**config.mk**
```make
export PLATFORM = sky130hd
export DESIGN_NAME = ball_engine
export DESIGN_NICKNAME = d
export VERILOG_FILES = /design/src/rtl/ball_engine.sv
export SDC_FILE = /design/constraint.sdc
export NUM_CORES = 1
export LEC_CHECK = 0
export CAP_MARGIN = 25
export CORE_ASPECT_RATIO = 1.25
export CORE_MARGIN = 3
export CORE_UTILIZATION = 53
export CTS_CLUSTER_DIAMETER = 30
export DETAILED_ROUTE_END_ITERATION = 7
export PLACE_DENSITY = 0.78
export SYNTH_ARGS = -nofsm -noshare
export SYNTH_HDL_FRONTEND = slang
export SYNTH_SLANG_ARGS = --single-unit
```
**constraint.sdc**
```tcl
create_clock -name clk -period 5.5 [get_ports clk]
set_input_delay 0.55 -clock clk [delete_from_list [all_inputs] [get_ports clk]]
set_output_delay 0.55 -clock clk [all_outputs]
set_load 0.01 [all_outputs]
```
**src/rtl/ball_engine.sv**
```systemverilog
// ball_engine: Pong ball motion, wall/paddle bounces, scoring and serve/score/over FSM.
// Define BALL_AI_EN to build the registered computer-paddle tracker on ai_y (else ai_y = 0).
module ball_engine #(
    parameter int H_ACTIVE   = 640,
    parameter int V_ACTIVE   = 480,
    parameter int BALL_SIZE  = 5,
    parameter int PADDLE_W   = 10,
    parameter int PADDLE_H   = 120,
    parameter int TICK_DIV   = 125000,
    parameter int SPEED_MAX  = 4,
    parameter int HOLD_TICKS = 60,
    parameter int WIN_SCORE  = 9
) (
    input  logic       clk,
    input  logic       reset,
    input  logic       serve,
    input  logic [9:0] p1_x,
    input  logic [9:0] p1_y,
    input  logic [9:0] p2_x,
    input  logic [9:0] p2_y,
    output logic [9:0] ball_x,
    output logic [9:0] ball_y,
    output logic [3:0] p1_score,
    output logic [3:0] p2_score,
    output logic       game_over,
    output logic       tick,
    output logic [9:0] ai_y
);

    localparam int DIV_W  = $clog2(TICK_DIV);
    localparam int HOLD_W = (HOLD_TICKS > 1) ? $clog2(HOLD_TICKS) : 1;
    localparam int SPD_W  = $clog2(SPEED_MAX + 1);
    localparam int SPW1   = SPD_W + 1;

    localparam logic [9:0]  CX    = 10'((H_ACTIVE - BALL_SIZE) / 2);
    localparam logic [9:0]  CY    = 10'((V_ACTIVE - BALL_SIZE) / 2);
    localparam logic [10:0] X_MAX = 11'(H_ACTIVE - BALL_SIZE);
    localparam logic [10:0] Y_MAX = 11'(V_ACTIVE - BALL_SIZE);
    localparam logic [10:0] BS11  = 11'(BALL_SIZE);
    localparam logic [10:0] PW11  = 11'(PADDLE_W);
    localparam logic [10:0] PH11  = 11'(PADDLE_H);
    localparam logic [3:0]  WIN4  = 4'(WIN_SCORE);
    localparam logic [SPD_W-1:0]  SPD_ONE  = SPD_W'(1);
    localparam logic [DIV_W-1:0]  DIV_LAST = DIV_W'(TICK_DIV - 1);
    localparam logic [HOLD_W-1:0] HOLD_LAST = HOLD_W'(HOLD_TICKS - 1);

    typedef enum logic [1:0] {S_IDLE, S_PLAY, S_SCORED, S_OVER} state_t;

    state_t            state_q, state_d;
    logic [DIV_W-1:0]  div_q, div_d;
    logic [9:0]        x_q, x_d, y_q, y_d;
    logic              dx_q, dx_d, dy_q, dy_d;
    logic [SPD_W-1:0]  speed_q, speed_d;
    logic [HOLD_W-1:0] hold_q, hold_d;
    logic [3:0]        p1s_q, p1s_d, p2s_q, p2s_d;

    logic        tick_w;
    logic [10:0] x11, y11, spd11, p1x11, p1y11, p2x11, p2y11;
    logic [10:0] ny, nx_move;
    logic        ndy, hit_l, hit_r, miss_l, miss_r;
    logic [3:0]  p1s_inc, p2s_inc;

    function automatic logic [9:0] clamp_pos(input logic [10:0] v, input logic [10:0] lim);
        if (v > lim) clamp_pos = lim[9:0];
        else         clamp_pos = v[9:0];
    endfunction

    function automatic logic [SPD_W-1:0] speed_up(input logic [SPD_W-1:0] s);
        logic [SPD_W:0] inc;
        inc = {1'b0, s} + SPW1'(1);
        if (inc > SPW1'(SPEED_MAX)) speed_up = SPD_W'(SPEED_MAX);
        else                        speed_up = inc[SPD_W-1:0];
    endfunction

    assign tick_w = (div_q == DIV_LAST);

    // Candidate motion for this tick: vertical first, then paddle/miss tests on the new y.
    always_comb begin
        x11   = {1'b0, x_q};
        y11   = {1'b0, y_q};
        spd11 = 11'(speed_q);
        p1x11 = {1'b0, p1_x};
        p1y11 = {1'b0, p1_y};
        p2x11 = {1'b0, p2_x};
        p2y11 = {1'b0, p2_y};

        ndy = dy_q;
        if (!dy_q && (y11 <= spd11)) begin
            ny  = '0;
            ndy = 1'b1;
        end else if (dy_q && (y11 + spd11 >= Y_MAX)) begin
            ny  = Y_MAX;
            ndy = 1'b0;
        end else if (dy_q) begin
            ny = y11 + spd11;
        end else begin
            ny = y11 - spd11;
        end

        hit_l = !dx_q && (x11 <= p1x11 + PW11) && (x11 + BS11 > p1x11)
                && (ny + BS11 > p1y11) && (ny < p1y11 + PH11);
        hit_r =  dx_q && (x11 + BS11 >= p2x11) && (x11 < p2x11 + PW11)
                && (ny + BS11 > p2y11) && (ny < p2y11 + PH11);
        miss_l = !hit_l && !dx_q && (x11 <= spd11);
        miss_r = !hit_r &&  dx_q && (x11 + spd11 >= X_MAX);

        nx_move = dx_q ? (x11 + spd11) : (x11 - spd11);
        p1s_inc = p1s_q + 4'd1;
        p2s_inc = p2s_q + 4'd1;
    end

    always_comb begin
        state_d = state_q;
        div_d   = tick_w ? '0 : div_q + DIV_W'(1);
        x_d     = x_q;
        y_d     = y_q;
        dx_d    = dx_q;
        dy_d    = dy_q;
        speed_d = speed_q;
        hold_d  = hold_q;
        p1s_d   = p1s_q;
        p2s_d   = p2s_q;

        case (state_q)
            S_IDLE: begin
                x_d     = CX;
                y_d     = CY;
                speed_d = SPD_ONE;
                if (serve) begin
                    state_d = S_PLAY;
                    dy_d    = ~dy_q;
                end
            end
            S_PLAY: begin
                if (tick_w) begin
                    // A miss re-centres the ball, so the vertical result of this tick is dropped.
                    if (miss_l || miss_r) begin
                        x_d    = CX;
                        y_d    = CY;
                        hold_d = '0;
                        dx_d   = miss_r;
                        if (miss_l) begin
                            p2s_d   = p2s_inc;
                            state_d = (p2s_inc == WIN4) ? S_OVER : S_SCORED;
                        end else begin
                            p1s_d   = p1s_inc;
                            state_d = (p1s_inc == WIN4) ? S_OVER : S_SCORED;
                        end
                    end else begin
                        y_d  = clamp_pos(ny, Y_MAX);
                        dy_d = ndy;
                        if (hit_l) begin
                            x_d     = clamp_pos(p1x11 + PW11, X_MAX);
                            dx_d    = 1'b1;
                            speed_d = speed_up(speed_q);
                        end else if (hit_r) begin
                            x_d     = (p2x11 >= BS11) ? clamp_pos(p2x11 - BS11, X_MAX) : 10'd0;
                            dx_d    = 1'b0;
                            speed_d = speed_up(speed_q);
                        end else begin
                            x_d = clamp_pos(nx_move, X_MAX);
                        end
                    end
                end
            end
            S_SCORED: begin
                x_d = CX;
                y_d = CY;
                if (tick_w) begin
                    if (hold_q == HOLD_LAST) begin
                        state_d = S_PLAY;
                        hold_d  = '0;
                        speed_d = SPD_ONE;
                        dy_d    = ~dy_q;
                    end else begin
                        hold_d = hold_q + HOLD_W'(1);
                    end
                end
            end
            S_OVER: begin
                x_d = CX;
                y_d = CY;
                if (serve) begin
                    state_d = S_IDLE;
                    p1s_d   = '0;
                    p2s_d   = '0;
                    speed_d = SPD_ONE;
                end
            end
            default: state_d = S_IDLE;
        endcase
    end

    always_ff @(posedge clk or posedge reset) begin
        if (reset) begin
            state_q <= S_IDLE;
            div_q   <= '0;
            x_q     <= CX;
            y_q     <= CY;
            dx_q    <= 1'b1;
            dy_q    <= 1'b1;
            speed_q <= SPD_ONE;
            hold_q  <= '0;
            p1s_q   <= '0;
            p2s_q   <= '0;
        end else begin
            state_q <= state_d;
            div_q   <= div_d;
            x_q     <= x_d;
            y_q     <= y_d;
            dx_q    <= dx_d;
            dy_q    <= dy_d;
            speed_q <= speed_d;
            hold_q  <= hold_d;
            p1s_q   <= p1s_d;
            p2s_q   <= p2s_d;
        end
    end

    assign ball_x    = x_q;
    assign ball_y    = y_q;
    assign p1_score  = p1s_q;
    assign p2_score  = p2s_q;
    assign game_over = (state_q == S_OVER);
    assign tick      = tick_w;

`ifdef BALL_AI_EN
    localparam logic signed [12:0] AI_OFS = 13'(BALL_SIZE / 2 - PADDLE_H / 2);
    localparam logic signed [12:0] AI_MAX = 13'(V_ACTIVE - PADDLE_H);
    localparam logic [9:0]         AI_RST = 10'((V_ACTIVE - PADDLE_H) / 2);

    logic [9:0] ai_q, ai_d;

    // Centre the paddle on the ball's new position, kept fully on screen.
    function automatic logic [9:0] ai_track(input logic [9:0] by);
        logic signed [12:0] t;
        t = $signed({3'b000, by}) + AI_OFS;
        if (t < 13'sd0)       ai_track = 10'd0;
        else if (t > AI_MAX)  ai_track = AI_MAX[9:0];
        else                  ai_track = t[9:0];
    endfunction

    always_comb begin
        ai_d = ai_q;
        if (tick_w) ai_d = ai_track(y_d);
    end

    always_ff @(posedge clk or posedge reset) begin
        if (reset) ai_q <= AI_RST;
        else       ai_q <= ai_d;
    end

    assign ai_y = ai_q;
`else
    assign ai_y = 10'd0;
`endif

endmodule

```
==> results of run 1 <==
## metrics by stage
step           worst slack (ps)  TNS, ps  cell area, um^2
2_1_floorplan              85.6        0             7830
3_3_place_gp               74.0        0             8810
3_5_place_dp               -133    -1840             8810
4_1_cts                    30.4        0             9140
5_1_grt                   -91.7     -491             9300
6_report                    151        0             9300
## report_power, final
part / switching (W) / internal [W]
Clock: 0.000202 / 0.000394
Sequential: 0.0000000732 / 0.000428
Combinational: 0.000128 / 0.0000999
## cell usage after synthesis, drive strengths merged, types with 5 or more instances
| cell type | count | area (um^2) |
|---|---|---|
| nand2b | 15 | 96.3 |
| or3 | 7 | 43.8 |
| o31ai | 8 | 65.1 |
| inv | 63 | 236 |
| mux2i | 12 | 120 |
| nand3 | 51 | 255 |
| and2 | 5 | 33.8 |
| o21a | 9 | 67.6 |
| nor2b | 22 | 138 |
| a22oi | 6 | 45.0 |
| nor2 | 65 | 251 |
| a31oi | 11 | 75.1 |
| nor3 | 34 | 186 |
| o22a | 5 | 43.8 |
| dfstp | 15 | 394 |
| nand2 | 69 | 262 |
| a211o | 6 | 52.6 |
| xor2 | 20 | 175 |
| a32oi | 5 | 43.8 |
| o22ai | 10 | 62.6 |
| clkbuf | 23 | 86.3 |
| a41oi | 5 | 43.8 |
| a22o | 7 | 61.3 |
| ha | 108 | 1350 |
| a21o | 15 | 113 |
| nor4 | 11 | 75.1 |
| buf | 20 | 163 |
| dfrtp | 43 | 1080 |
| o211ai | 7 | 52.6 |
| nand4 | 15 | 93.8 |
| a21oi | 46 | 245 |
| a221oi | 6 | 65.1 |
| xnor2 | 60 | 526 |
| and3 | 24 | 160 |
| o21bai | 6 | 45.0 |
| o21ai | 55 | 275 |
| or2 | 7 | 46.3 |
| a211oi | 14 | 120 |
## cells in the final DEF (no fill, tap or decap), drive strengths merged, types with 9 or more instances in the layout
cell type        n
a211oi          14
a21o            15
a21oi           46
a31oi           11
and3            24
buf             40
clkbuf          11
clkdlybuf4s50   72
conb            10
dfrtp           43
dfstp           15
ha             108
inv             63
mux2i           12
nand2           69
nand2b          15
nand3           51
nand4           15
nor2            65
nor2b           22
nor3            34
nor4            11
o21a             9
o21ai           55
o22ai           10
xnor2           60
xor2            20
## worst register-to-register path, stage by stage (launching register included)
cell and delay (ps):
dfstp_2 360, ha_2 190, fa_2 550, inv_2 50, o22ai_2 180, a221oi_2 90, a211oi_2 250, a221oi_2 120
a211oi_2 290, ha_2 230, nand2b_1 120, nand3_2 110, nor3_2 180, nand3_1 150, xnor2_2 160, ha_1 310
nand3_1 120, nor4_2 280, a21oi_1 80, o21ai_0 80, a31oi_1 90, a311oi_2 320, or2_4 230, buf_12 140
mux2_2 330, a21oi_1 140, o22ai_1 70
## how the worst min path moves through the flow
stage | end | slack [ps] | cells past startpoint
floorplan | div_q[0] | 450 | 1
global placement | div_q[0] | 470 | 1
detailed placement | div_q[4] | 490 | 1
CTS | div_q[4] | 500 | 1
global route | div_q[0] | 520 | 1
finish | div_q[4] | 510 | 1
## timing repair
action                                  in CTS  in global routing
cloned                                       0                  1
pin swaps                                    0                 16
resized for setup                            4                 27
endpoints found under the setup margin      28                 40
setup buffers                                0                  2
## logic make-up after synthesis
logic type                 synth area share
AOI/OAI and AO/OA                     0.227
other                              0.000481
and+or+nand+nor                       0.228
adders and majority gates             0.184
buffers and inverters                0.0642
muxes                                0.0183
DFF                                   0.189
xor gates and xnor gates             0.0899
## registers in the layout, summed over array words and instances (netlist names)
name      cells
dx_q          1
dy_q          1
ball_x       10
state_q       2
ball_y       10
speed_q       3
p1_score      4
hold_q        6
div_q        17
p2_score      4
## routing by layer
layer	GRT usage	wire length, um
met5	0	0
met4	0.114	856
met2	0.473	11400
met1	0.363	9600
met3	0.0397	1570
## final cells by class
| cell class | count | area share |
|---|---|---|
| inverters | 67 | 0.0271 |
| well taps | 175 | 0.0236 |
| clock inverters | 6 | 0.00888 |
| repair buffers | 113 | 0.114 |
| clock buffers | 10 | 0.0246 |
| flip-flops and latches | 58 | 0.158 |
| multi-input cells | 808 | 0.644 |
==> results.ini, run 1 <==
[outcome]
run_status=finished clean

[finish]
n_antenna_cell=0
multiInputGateArea_um2=5990
nets=1212
seq_area_um2=1470
area.growth.synth_to_final_pct=19.3
utilization=0.659
nFillCells=1198
final_cells=1237
layout-drive-gt1-share=0.121

[timing]
worst_pin_slew_ps=761
period_needed_ps=5350
final_hold_viol_count=0
worst_clock_skew_ps=7.54
slew_headroom=0.488
whs_ps=505
rsz0062_at_grt=true
post-route-period-util=0.973
setup_viol=0
drv_slew=0
clock.fmax_mhz=187

[setup_path]
startpoint=ball_y[0]
cpPeakStageDelay_ps=550
setup.worst_path.end_class=flip-flop
crit_family=compound AO/OA/AOI/OAI gates
arrival_ps=5550
r2r_slack_ps=150
crit_path_end=ball_x[9]
critPathBufInv=2
worstPathMaxFanout=7
startpoint_type=flip-flop
cp_data_required_time_ps=5700
r2r-end=ball_x[9]
r2r_cells=26
setup.worst_path.class=flip-flop to flip-flop
r2r_start=ball_y[0]
path_depth=26
slowest_stage=fa_2

[logic_synthesis]
ys.flop_type=dfrtp_1
synthCells=967
yosys_warnings=0
synth.distinct_cells=92
ys_ff_latch=58
synth_area_um2=7790
ys_async_sr_fraction=1.00
syn_avg_cell_area_um2=8.06
synth_edf_count=0
ys_seq_area_frac=0.189

[clock_network]
cts_buffer_depth=2
cts_inserted_buffers=9
cts-root-buf=clkbuf_16
path_clk_slew_ps=60
clk_latency_ps=330
cts_htree_levels=3
holdBufCountCts=0
tritoncts=built
clock_sinks=58

[grt]
antenna_found_initial=0
grt_max_degree=59
grt_pass1_vias=7531
grt_pass1_wl_um=37200
grt_util_all_layers=0.282
overflow=0

[die]
core_area_um2=14100
die-area_um2=16200
die_w_um=114
ioPinCount=83
fp-row-count=48
initial_core_util=0.552
chipHeight_um=142

[placed_design]
portBuffers=72
hpwlAfterDp_um=17900
dp_cells=1217
place_congestion=1.02

[power]
total_power_w=0.00125
p_per_area_nw_per_um2=135
max-vdd-ir-drop_uv=184
p_leak_nw=4.12

[route]
vias=7827
dr.pass1.iters=5
drc=0
wl_um=23500
via_per_inst=6.33
drt_iter0_markers=694
postRouteAntennaNets=0
avgRoutedWirePerCell_um=19.0

[worst_hold_path]
hold_start=div_q[4]
hold_path.class=flip-flop to flip-flop

[flow_run]
max_cap_violations=0

Power figures use the tool's default switching activity.
==> run 2: changes to the inputs <==
--- a/config.mk
+++ b/config.mk
@@ -7,11 +7,11 @@
 export LEC_CHECK = 0
 export CAP_MARGIN = 25
 export CORE_ASPECT_RATIO = 1.25
-export CORE_MARGIN = 3
+export CORE_MARGIN = 4
 export CORE_UTILIZATION = 53
 export CTS_CLUSTER_DIAMETER = 30
 export DETAILED_ROUTE_END_ITERATION = 7
-export PLACE_DENSITY = 0.78
+export PLACE_DENSITY = 0.81
 export SYNTH_ARGS = -nofsm -noshare
 export SYNTH_HDL_FRONTEND = slang
 export SYNTH_SLANG_ARGS = --single-unit
==> run 2 against run 1 <==
Against the previous run:
- hold slack worse by 29 ps
- global-route usage down 0.79 points
- routed wire length down 2.4%
- register-to-register slack better by 40 ps
- first-iteration DRC count down 15%
- sequential power about the same
- cell area down 0.27%
- sequential share of layout area about the same
- clock skew up 2.5 ps
==> results.ini, run 2 (synthesis gave the netlist of run 1 again) <==
[timing]
clock.fmax_mhz=188  ; +0.79%
slew_headroom=0.489  ; +0.000508
rsz0062_at_grt=true
worst_pin_slew_ps=762  ; +0.500 ps
final_hold_viol_count=0  ; unchanged
period_needed_ps=5310  ; -41.7 ps
setup_viol=0  ; unchanged
post-route-period-util=0.965  ; -0.00758
drv_slew=0  ; unchanged
worst_clock_skew_ps=10.0  ; +2.46 ps

[die]
fp-row-count=49  ; +2.1%
core_area_um2=14400  ; +2.1%
ioPinCount=83  ; unchanged
die-area_um2=16700  ; +3.2%
chipHeight_um=144  ; +1.4%
die_w_um=116  ; +1.7%
initial_core_util=0.541  ; -0.0113

[route]
drt_iter0_markers=593  ; -15%
avgRoutedWirePerCell_um=18.5  ; -2.5%
wl_met2_um=11400  ; -0.28%
vias=7799  ; -0.36%
route.met3.wl_um=1180  ; -25%
dr.pass1.iters=6  ; +1
top_layer=met4
wl_um=22900  ; -2.4%
postRouteAntennaNets=0  ; unchanged
via_per_inst=6.29  ; -0.52%
met1Wirelength_um=9230  ; -3.9%
drc=0  ; unchanged

[finish]
multiInputGateArea_um2=5990  ; +0.13%
largest_reg_flops=17  ; unchanged
area.growth.synth_to_final_pct=18.9
final_common_cell=ha_1
largest-register=div_q
utilization=0.643  ; -0.0152
n_antenna_cell=0  ; unchanged
nets=1211  ; -0.083%
seq_area_um2=1470  ; unchanged
nFillCells=1222  ; +2.0%
layout_common_cells=108 x ha_1, 72 x clkdlybuf4s50_1, 67 x nand2_1
layout-drive-gt1-share=0.116  ; -0.00460

[setup_path]
critPathMostFrequentCell=ha_1
setup.worst_path.end_class=flip-flop
critPathBufInv=3  ; +1
worstPathMaxFanout=8  ; +1
setup.worst_path.class=flip-flop to flip-flop
startpoint_type=flip-flop
cpPeakStageDelay_ps=530  ; -20 ps
arrival_ps=5530  ; -20 ps
cp_data_required_time_ps=5720  ; +20 ps
slowest_stage=dfstp_2
crit_family=compound AO/OA/AOI/OAI gates

[grt]
grt_pass1_wl_um=36600  ; -1.6%
overflow=0  ; unchanged
grt_pass1_vias=7683  ; +2.0%
grt_util_all_layers=0.274  ; -0.00790
antenna_found_initial=0  ; unchanged
grt_max_degree=59  ; unchanged

[power]
p_per_area_nw_per_um2=133  ; -1.3%
max-vdd-ir-drop_uv=196  ; +6.6%
power.share.switching=0.267  ; +0.00349
p_leak_nw=4.09  ; -0.63%
internal_power_w=0.000903  ; -2.0%
total_power_w=0.00123  ; -1.5%
combPwrFrac=0.186  ; +0.004
p_seq_frac=0.347  ; +0.005
clkPwrFrac=0.466  ; -0.010
power.switching_w=0.000329  ; -0.24%

[worst_hold_path]
hold_path.class=flip-flop to flip-flop

[outcome]
run_status=finished clean

[clock_network]
clock_sinks=58  ; unchanged
cts_buffer_depth=2  ; unchanged
cts_htree_levels=3  ; unchanged
path_clk_slew_ps=50  ; about the same
tritoncts=built
clk_latency_ps=330  ; about the same
cts-root-buf=clkbuf_16
holdBufCountCts=0  ; unchanged
cts_inserted_buffers=9  ; unchanged

[flow_run]
max_cap_violations=0  ; unchanged

[placed_design]
place_congestion=1.02  ; about the same
portBuffers=72  ; unchanged
hpwlAfterDp_um=17900  ; +0.37%

run 2: metrics by stage:
| stage | setup TNS [ps] | std cells | area, um^2 | worst slack [ps] | hold slack (ps) |
|---|---|---|---|---|---|
| 5_1_grt | -1620 | 1239 | 9270 | -104 | 508 |
| 3_5_place_dp | -417 | 1219 | 8790 | -57.5 | 471 |
| 6_report | 0 | 1239 | 9270 | 193 | 477 |
| 3_3_place_gp | 0 | 1219 | 8790 | 117 | 476 |
| 2_1_floorplan | 0 | 976 | 7830 | 85.6 | 447 |
| 4_1_cts | 0 | 1235 | 9100 | 40.3 | 478 |
run 2: final timing paths:
kind	to	start	slack, ps	cells after the start
worst max-delay path	ball_x[6]	ball_y[0]	190	26
worst min-delay path	div_q[0]	div_q[0]	480	1
worst max register to register	ball_x[6]	ball_y[0]	190	26
worst min register to register	div_q[0]	div_q[0]	480	1
max in group asynchronous	speed_q[1]	reset	4240	3
min in group asynchronous	p2_score[0]	reset	740	3
run 2: layout make-up:
class	instances	share of cell area
Multi-Input combinational cell	808	0.647
Sequential cell	58	0.159
Timing Repair Buffer	112	0.111
Clock buffer	12	0.0277
Inverter	67	0.0271
Tap cell	178	0.0240
Clock inverter	4	0.00540
run 2: routing by layer:
metal | vias to the layer above | track usage
li1 | 3714 | -
met1 | 3687 | 0.325
met2 | 311 | 0.482
met3 | 87 | 0.0371
met4 | 0 | 0.136
met5 | - | 0
run 2: power by group through the flow:
stage	clock [W]	combinational [W]	sequential, W
global route	0.000600	0.000255	0.000427
floorplan	0	0.000143	0.000435
global placement	0	0.000217	0.000435
detailed placement	0	0.000223	0.000435
finish	0.000575	0.000230	0.000428
CTS	0.000582	0.000225	0.000428
run 2: what timing repair did:
| action | 4_1_cts | 5_1_grt |
|---|---|---|
| setup endpoints to repair | 18 | 40 |
| buffers inserted | 0 | 4 |
| cloned | 0 | 0 |
| pin swaps | 0 | 14 |
| hold endpoints to repair | 0 | 0 |
| resized for setup | 1 | 29 |
==> run 3: changes to the inputs <==
--- a/config.mk
+++ b/config.mk
@@ -8,10 +8,11 @@
 export CAP_MARGIN = 25
 export CORE_ASPECT_RATIO = 1.25
 export CORE_MARGIN = 4
-export CORE_UTILIZATION = 53
+export CORE_UTILIZATION = 59
 export CTS_CLUSTER_DIAMETER = 30
 export DETAILED_ROUTE_END_ITERATION = 7
-export PLACE_DENSITY = 0.81
+export PLACE_DENSITY = 0.86
+export SLEW_MARGIN = 30
 export SYNTH_ARGS = -nofsm -noshare
 export SYNTH_HDL_FRONTEND = slang
 export SYNTH_SLANG_ARGS = --single-unit
==> constraint.sdc (replaced) <==
create_clock -name clk -period 5.6 [get_ports clk]
set_input_delay 0.56 -clock clk [delete_from_list [all_inputs] [get_ports clk]]
set_output_delay 0.56 -clock clk [all_outputs]
set_load 0.01 [all_outputs]
==> run 3 against run 2 <==
Against the previous run:
- the run now ends with DRC left
- sequential power decreased by 2%
- largest power group unchanged
- utilization up 7.6 points
- critical path depth is the same
- final cell count fell by 1.4%
- total power grew 0.94%
- highest routed layer unchanged
- via count up 1.5%
- clock skew is 3.2 ps lower
==> results.ini, run 3 (synthesis gave the netlist of run 1 again) <==
[power]
p_leak_nw=4.07  ; -0.48%
p_per_area_nw_per_um2=135  ; +1.3%
internal_power_w=0.000920  ; +1.9%
max-vdd-ir-drop_uv=146  ; -26%
total_power_w=0.00124  ; +0.94%
p_seq_frac=0.338  ; -0.009
power.share.switching=0.261  ; -0.00663
power.switching_w=0.000324  ; -1.6%
combPwrFrac=0.179  ; -0.007
clkPwrFrac=0.483  ; +0.017

[finish]
layout_common_cells=108 x ha_1, 72 x clkdlybuf4s50_1, 67 x nand2_1
nets=1204  ; -0.58%
largest_reg_flops=17  ; unchanged
utilization=0.719  ; +0.0760
nFillCells=992  ; -19%
area.growth.synth_to_final_pct=18.5
n_antenna_cell=0  ; unchanged
final_common_cell=ha_1
layout-drive-gt1-share=0.110  ; -0.00587
largest-register=div_q

[route]
wl_um=23200  ; +1.2%
drt_iter0_markers=729  ; +23%
postRouteAntennaNets=0  ; unchanged
via_per_inst=6.48  ; +2.9%
vias=7913  ; +1.5%
dr.pass1.iters=8  ; +2
avgRoutedWirePerCell_um=19.0  ; +2.6%
drc=1  ; +1

[clock_network]
cts_buffer_depth=2  ; unchanged
holdBufCountCts=0  ; unchanged
tritoncts=built
cts_inserted_buffers=9  ; unchanged
clock_sinks=58  ; unchanged
cts_htree_levels=3  ; unchanged
cts-root-buf=clkbuf_16
clk_latency_ps=330  ; about the same
path_clk_slew_ps=60  ; about the same

[timing]
slew_headroom=0.492  ; +0.00305
clock.fmax_mhz=183  ; -2.7%
setup_viol=0  ; unchanged
period_needed_ps=5450  ; +147 ps
worst_slack_ps=145  ; -47.5 ps
worst_clock_skew_ps=6.84  ; -3.16 ps
post-route-period-util=0.974  ; +0.00910
final_hold_viol_count=0  ; unchanged
worst_pin_slew_ps=756  ; -5.79 ps
drv_slew=0  ; unchanged
tns_ps=0  ; unchanged

[placed_design]
hpwlAfterDp_um=17500  ; -2.5%
portBuffers=72  ; unchanged
place_congestion=1.01  ; -1.1%
post-place-ws_ps=-117  ; -59.5 ps

[die]
chipHeight_um=137  ; -4.9%
die-area_um2=15100  ; -9.6%
core_area_um2=12800  ; -11%
die_w_um=111  ; -4.9%
initial_core_util=0.607  ; +0.0663
ioPinCount=83  ; unchanged
fp-row-count=46  ; -6.1%

[outcome]
violations=DRC
run_status=finished with violations

[flow_run]
max_cap_violations=0  ; unchanged

[grt]
grt_util_all_layers=0.297  ; +0.0227
antenna_found_initial=0  ; unchanged
grt_pass1_wl_um=37300  ; +1.8%
overflow=0  ; unchanged
grt_max_degree=59  ; unchanged
grt_pass1_vias=7818  ; +1.8%

[worst_hold_path]
hold_path.class=flip-flop to flip-flop

[setup_path]
startpoint_type=flip-flop
worstPathMaxFanout=12  ; +4
cp_data_required_time_ps=5850  ; +130 ps
arrival_ps=5710  ; +180 ps
setup.worst_path.class=flip-flop to flip-flop
setup.worst_path.end_class=flip-flop

-- run 3: cell count changes in the layout (fill, tap and decap cells not counted), sizes merged --
cell	delta
bufinv	+1
clkinv	-1
buf	-7
-- run 3: per-layer routing --
metal	GRT usage	wire length, um	vias to the layer above
met1	0.355	9000	3665
li1	-	-	3696
met2	0.512	11100	438
met3	0.0438	1820	114
met5	0	0	-
met4	0.170	1270	0
-- run 3: timing repair --
| item | 4_1_cts | 5_1_grt |
|---|---|---|
| pin swaps | 0 | 11 |
| setup endpoints to repair | 8 | 39 |
| buffers inserted | 0 | 4 |
| resized for setup | 3 | 23 |
| cloned | 0 | 0 |
-- run 3: final cells by class --
cell class                      count  area (um^2)  area share
Clock buffer                       12          246      0.0267
Clock inverter                      4         75.1     0.00813
Inverter                           67          251      0.0272
Multi-Input combinational cell    808         5980       0.648
Sequential cell                    58         1470       0.159
Tap cell                          168          210      0.0228
Timing Repair Buffer              105          997       0.108
-- run 3: worst max-delay path, cell delays in order, from the launching register on --
cell and delay, ps:
dfstp_2 530, ha_1 190, fa_2 460, inv_1 110
o22ai_1 110, a221oi_2 310, a211oi_2 100, a221oi_2 350
a211oi_2 140, ha_1 230, nand2b_1 140, nand3_1 170
nor3_2 60, buf_4 140, xnor2_2 130, ha_1 280
nand3_1 130, nor4_2 280, a21oi_1 70, o21ai_0 80
a31oi_1 90, a311oi_2 340, or2_4 220, buf_6 180
mux2i_2 250, a22oi_1 120, a21oi_1 170
-- run 3: power groups by stage --
| stage | Combinational, W | Clock [W] | Sequential, W |
|---|---|---|---|
| after global routing | 0.000248 | 0.000622 | 0.000420 |
| after detailed placement | 0.000217 | 0 | 0.000427 |
| final | 0.000223 | 0.000601 | 0.000420 |
| after CTS | 0.000219 | 0.000600 | 0.000420 |
| after floorplan | 0.000141 | 0 | 0.000427 |
| after global placement | 0.000212 | 0 | 0.000427 |
-- run 3: final timing paths --
check | to | slack, ps | start | cells past startpoint
max reg2reg | ball_x[2] | 150 | ball_y[0] | 26
max | ball_x[2] | 150 | ball_y[0] | 26
min reg2reg | div_q[4] | 500 | div_q[4] | 1
min in group asynchronous | ball_y[1] | 750 | reset | 3
min | div_q[4] | 500 | div_q[4] | 1
max in group asynchronous | ball_x[1] | 4350 | reset | 3
-- run 3: metrics by stage --
step / instance area (um^2) / hold WS (ps) / instances
after floorplan: 7830 / 447 / 976
after global placement: 8740 / 475 / 1202
after detailed placement: 8740 / 482 / 1202
after CTS: 9070 / 500 / 1218
after global routing: 9230 / 522 / 1222
final: 9230 / 496 / 1222
